--- src/rtl/decoder_5to32.sv ---
// Registered 5-to-32 one-hot decoder built from a 2-to-4 bank select feeding four
// 3-to-8 stages; output clears asynchronously on reset.
module decoder_5to32 (
    input  logic        clk,
    input  logic        rst_n,
    input  logic [4:0]  IN,
    input  logic        EN,
    output logic [31:0] OUT
);

    logic [3:0]  bank_en;
    logic [31:0] out_d;
    logic [31:0] out_q;

    // 2-to-4 stage: IN[4:3] picks which 3-to-8 bank is enabled.
    always_comb begin
        bank_en = 4'b0000;
        if (EN) begin
            bank_en[IN[4:3]] = 1'b1;
        end
    end

    for (genvar j = 0; j < 4; j++) begin : g_bank
        logic [7:0] stage_out;

        always_comb begin
            stage_out = 8'h00;
            if (bank_en[j]) begin
                stage_out[IN[2:0]] = 1'b1;
            end
        end

        assign out_d[8*j +: 8] = stage_out;
    end

    always_ff @(posedge clk or negedge rst_n) begin
        if (!rst_n) begin
            out_q <= 32'h0000_0000;
        end else begin
            out_q <= out_d;
        end
    end

    assign OUT = out_q;

endmodule

--- config.mk ---
export PLATFORM = sky130hd
export DESIGN_NAME = decoder_5to32
export DESIGN_NICKNAME = d
export VERILOG_FILES = /design/src/rtl/decoder_5to32.sv
export SDC_FILE = /design/constraint.sdc
export NUM_CORES = 1
export LEC_CHECK = 0
export BUFFER_PORTS_ARGS = -buffer_cell sky130_fd_sc_hd__buf_2
export CAP_MARGIN = 20
export CORE_MARGIN = 2
export CORE_UTILIZATION = 49
export DETAILED_ROUTE_END_ITERATION = 10
export PLACE_DENSITY = 0.8
export SLEW_MARGIN = 20
export SYNTH_ARGS = -nofsm -noshare
export SYNTH_HDL_FRONTEND = slang
export SYNTH_SLANG_ARGS = --single-unit
--- constraint.sdc ---
create_clock -name clk -period 1.3 [get_ports clk]
set_clock_uncertainty 0.2 [all_clocks]
set_input_delay 0.065 -clock clk [delete_from_list [all_inputs] [get_ports clk]]
set_output_delay 0.065 -clock clk [all_outputs]
set_load 0.005 [all_outputs]
=== Word-level counts from Yosys, hierarchy flattened ===
Cells that the tools add are included.

* Bits of input ports: 8
* Latch bits: 0
* Memory bits (writable): 0
* Memories kept: 0
* Memory bits (read-only): 0
* Register bits: 32
* Word-level logic and storage cells: 16

* Shifts and indexed selects: 0
* Mux-type cells: 9
* $lt $le $gt $ge: 4
* Add/sub/neg operators: 0
* Bitwise logic cells: 0
* Equal/unequal tests: 0
* Reductions and logical operators: 2
* $mul: 0
* Div/mod/pow operators: 0

{| class="wikitable"
|+ Operators by type and width
! operator !! number
|-
| $mux 8 || 4
|-
| $lt 3x4->1 const B || 1
|-
| $mux 4 || 1
|-
| $demux 1 s3 || 1
|-
| $ge 3x1->1 const B || 1
|-
| $lt 2x3->1 const B || 1
|-
| $demux 1 s2 || 1
|-
| $ge 2x1->1 const B || 1
|-
| $logic_and 1x1->1 || 2
|-
| $mux 1 || 2
|}

=== Longest topological paths before layout ===
* Depth in word-level cells: 6
* Gate-level depth with buffers: 3
* Mapped depth without buffers: 2

=== Least setup slack after synthesis ===
OpenSTA, ideal clock, no wires.

* Path type: input to register
* From: input IN[0]
* To: register out_q[0] (netlist: OUT[0])
* Path buffers: 0
* Cell stages on the path: 2
* Data arrival time: 0.700 ns
* Setup time: 0.073 ns
* Data required time: 1.027 ns
* Slack: 0.328 ns
* Cell sequence: or4b_4 nor2_1

* Longest elaborated chain between the ends: 5

{| class="wikitable"
|+ RTL lines
! what !! line !! source
|-
| start: declaration || 6 || <nowiki>input logic [4:0] IN,</nowiki>
|-
| $lt 3x4->1 (implied by the code) or $ge 3x1->1 (tied branches) || 29 || <nowiki>stage_out[IN[2:0]] = 1'b1;</nowiki>
|-
| $logic_and 1x1->1 (implied by the code) || 29 ||
|-
| $mux 1 (implied by the code) || 29 ||
|-
| $demux 1 s3 * || 29 ||
|-
| $mux 8 * || 28 || <nowiki>if (bank_en[j]) begin</nowiki>
|-
| named net g_bank[0].stage_out[0] || 24 || <nowiki>logic [7:0] stage_out;</nowiki>
|-
| end signal: assignment || 40 || <nowiki>out_q <= out_d;</nowiki>
|-
| end: declaration || 13 || <nowiki>logic [31:0] out_q;</nowiki>
|}

Mark *: on every way through the listed nets, which the timed path passes. The rest lies on a longest branch.

=== Worst setup path after layout ===
* From: input IN[4]
* To: register out_q[7] (netlist: OUT[7])

* Longest elaborated chain between the ends: 6

{| class="wikitable"
|+ RTL lines
! what !! line !! source
|-
| $lt 2x3->1 (implied by the code) or $ge 2x1->1 (tied branches) || 19 || <nowiki>bank_en[IN[4:3]] = 1'b1;</nowiki>
|-
| $logic_and 1x1->1 (implied by the code) || 19 ||
|-
| $mux 1 (implied by the code) || 19 ||
|-
| $demux 1 s2 * || 19 ||
|-
| $mux 4 * || 18 || <nowiki>if (EN) begin</nowiki>
|-
| $mux 8 * || 28 ||
|-
| named net g_bank[0].stage_out[7] || 24 ||
|}

Marked as above.

==> impl_summary.txt <==
----------------------------------------------------
[Route]
  Top sig layer ... met4
  Total met2 wirelength after detailed routing ... 946 µm
  Detail Route met3 WL ... 163 µm
  Pre-antenna DRT Iters ... 4
  Post-Route WL ... 1937 µm
  M1 WL ... 802 µm
  Residual DRC count ... 0
  Remaining antenna violation count ... 0
  Violation count after the first detailed-routing iteration ... 11
  Via total after detailed routing ... 761
  Ratio of routed vias to standard cells ... 4.756
  Average routed wire per standard cell ... 12.11 µm

[GRT]
  Antenna violations before repair ... 0
  Global-route wire length before repair ... 3360 µm
  Remaining global-route overflow ... 0
  Number of global-route vias before repair ... 763
  Overall Global Routing Usage ... 18.98%
  Maximum number of pins on one net before global-route repair ... 33

[Power]
  Switching portion of total power ... 19.17%
  Sequential power share ... 52.3%
  Maximum VDD drop ... 0.9832 mV
  Power share of the clock group ... 42.3%
  Leakage dissipation ... 0.7899 nW
  Ratio of total power to cell area ... 1330 mW/mm²
  Comb power frac ... 5.4%
  Internal power consumption ... 1.554 mW
  Net load switching power ... 0.3685 mW

[Clocking]
  Maximum count of clock buffers along a single path ... 2
  H-tree depth ... 2
  Clk slew on worst S/H paths ... 90 ps
  Clock tree from TritonCTS ... done
  Total number of clock tree sinks ... 32
  Total clock buffers created by CTS ... 5
  Number of instances resized during post-cts repair ... 0
  Clock Tree Root ... sky130_fd_sc_hd__clkbuf_4
  Buffers inserted by post-CTS timing repair ... 0
  Hold buffer count at CTS ... 9

[Critical path]
  Arrival time at the worst endpoint ... 1230 ps
  Required time worst endpoint ... 1350 ps
  Max FO, Critical Path ... 8
  Critical path capture point type ... flop
  Critical path startpoint category ... input port
  Crit path kind ... in -> reg

[Synth]
  Gate count of the mapped netlist ... 79
  Compound-cell area share of the yosys netlist ... 0%
  Synth Area in Adders ... 0%
  Synthesized area divided by synthesized cell count ... 13.10 µm²
  Yosys warnings ... 0
  Fraction of synthesized cell area in xor and xnor cells ... 0%
  Flop and latch count out of synthesis ... 32
  Simple-gate area share of the yosys netlist ... 21.52%
  Largest family of logic cells by synthesized area ... simple AND/OR/NAND/NOR gates
  Post-synth cell types ... 10
  Mapped Nets ... 87
  Mux contribution to synthesized area ... 0%
  Synthesized area ... 0.001035 mm²
  Share of the yosys chip area belonging to registers ... 77.39%

[STA]
  Final setup violation count ... 0
  RSZ-0062 raised after global routing ... no
  Setup total negative slack ... 0 ps
  Number of failing hold endpoints at the final stage ... 4
  Share of the cycle needed by the critical path after routing ... 91.31%
  Max-slew violations ... 0
  Worst slack on hold paths ... -89.90 ps
  Max-slew headroom ... 75.23%
  Upper clock frequency limit ... 842.4 MHz
  Worst slew pin tran ... 371.5 ps
  Final period demand of the worst path ... 1187 ps
  Final worst slack ... 112.9 ps

[Layout]
  Number of flip-flops in the largest register ... 32
  # diodes ... 0
  Layout area overhead ... 39.66%
  Share of cells above drive strength 1 ... 36.84%
  Number of fill cells in the layout ... 160
  Final nets ... 140

[Floorplanning]
  Number of core rows ... 16
  Die Wd ... 49.96 µm
  Initial core utilization ... 52.21%
  Die height ... 49.96 µm
  Core region area ... 0.001982 mm²
  I/O pins ... 40
  Area enclosed by the die boundary ... 0.002496 mm²

[Placed design]
  DP Wirelength ... 1348 µm
  Port-buffer cells ... 39
  Gp weighted congestion ... 0.7360
  Post-Place Setup Slack ... 133.3 ps

[Worst hold path]
  Class of the most critical hold timing path ... in -> reg
  Hold Crit Depth ... 3
  Worst Hold Launch ... IN[1]
  End point of the worst hold path ... OUT[24]

[Outcome]
  Outcome ... finished, violations left
  Failing checks ... hold timing

[Flow run]
  Max cap viols ... 0

----------------------------------------------------
[layer usage]
| layer | vias up | global-route usage [%] |
|---|---|---|
| li1 | 363 | - |
| met5 | - | 0 |
| met3 | 4 | 7.576 |
| met1 | 358 | 21.92 |
| met2 | 36 | 29.78 |
| met4 | 0 | 11.11 |
[Yosys cell counts (all sizes together)]
master	count	area share, %
clkbuf	3	1.1
dfrtp	32	77
nand2	1	0.36
nand2b	2	1.2
nand4	1	0.60
nand4b	3	2.5
nand4bb	3	3.3
nor2	32	12
or2	1	0.60
or4b	1	1.3
[worst max-delay path, stage by stage]
cell,delay (ps)
sky130_fd_sc_hd__dlygate4sd3_1,530
sky130_fd_sc_hd__buf_2,140
sky130_fd_sc_hd__or2_1,340
sky130_fd_sc_hd__nor2_1,170
[how the worst max path moves through the flow]
stage,from,endpoint
finish,IN[4],OUT[7]
global route,IN[4],OUT[5]
CTS,IN[4],OUT[2]
detailed placement,IN[0],OUT[16]
global placement,IN[0],OUT[8]
floorplan,IN[0],OUT[0]
[through the flow]
stage	total power, mW	cell area, µm²	util [%]	instances	hold WS (ps)
after floorplan	1.060	1035	-	79	-430.6
after global placement	1.115	1260	63.57	143	-113.4
after detailed placement	1.118	1260	63.57	143	-104.2
after CTS	1.945	1445	72.92	160	-104.3
after global routing	2.000	1445	72.92	160	-84.46
final	1.922	1445	72.92	160	-89.90
[placed cells by master, fill, tap and decap left out, types with 2 or more instances in the layout]
| cell | n |
|---|---|
| sky130_fd_sc_hd__dlygate4sd3_1 | 9 |
| sky130_fd_sc_hd__nand4b_1 | 3 |
| sky130_fd_sc_hd__nor2_1 | 32 |
| sky130_fd_sc_hd__nand4bb_1 | 3 |
| sky130_fd_sc_hd__dfrtp_1 | 32 |
| sky130_fd_sc_hd__nand2b_1 | 2 |
| sky130_fd_sc_hd__clkbuf_8 | 2 |
| sky130_fd_sc_hd__clkbuf_4 | 5 |
| sky130_fd_sc_hd__buf_2 | 39 |
[layout make-up]
type,count,area (µm²),area share (%)
Tap cell,27,33.78,2.338
Timing Repair Buffer,49,292.8,20.26
Sequential cell,32,800.8,55.41
Clock inverter,1,30.03,2.078
Clock buffer,7,65.06,4.502
Multi-Input combinational cell,44,222.7,15.41
[power by group through the flow]
stage	registers, mW	logic, mW	clock network [mW]
detailed placement	1.03	0.0923	0
global placement	1.03	0.0891	0
finish	1.01	0.104	0.813
CTS	1.01	0.105	0.834
floorplan	1.03	0.0323	0
global route	1.01	0.116	0.876
[logic make-up (layout without fill, tap and decap cells)]
| logic type | Yosys count | in the layout |
|---|---|---|
| AND/OR/NAND/NOR | 44 | 44 |
| buffers and inverters | 3 | 57 |
| flip-flops | 32 | 32 |
Note: power is estimated with default switching activity, not from simulation.
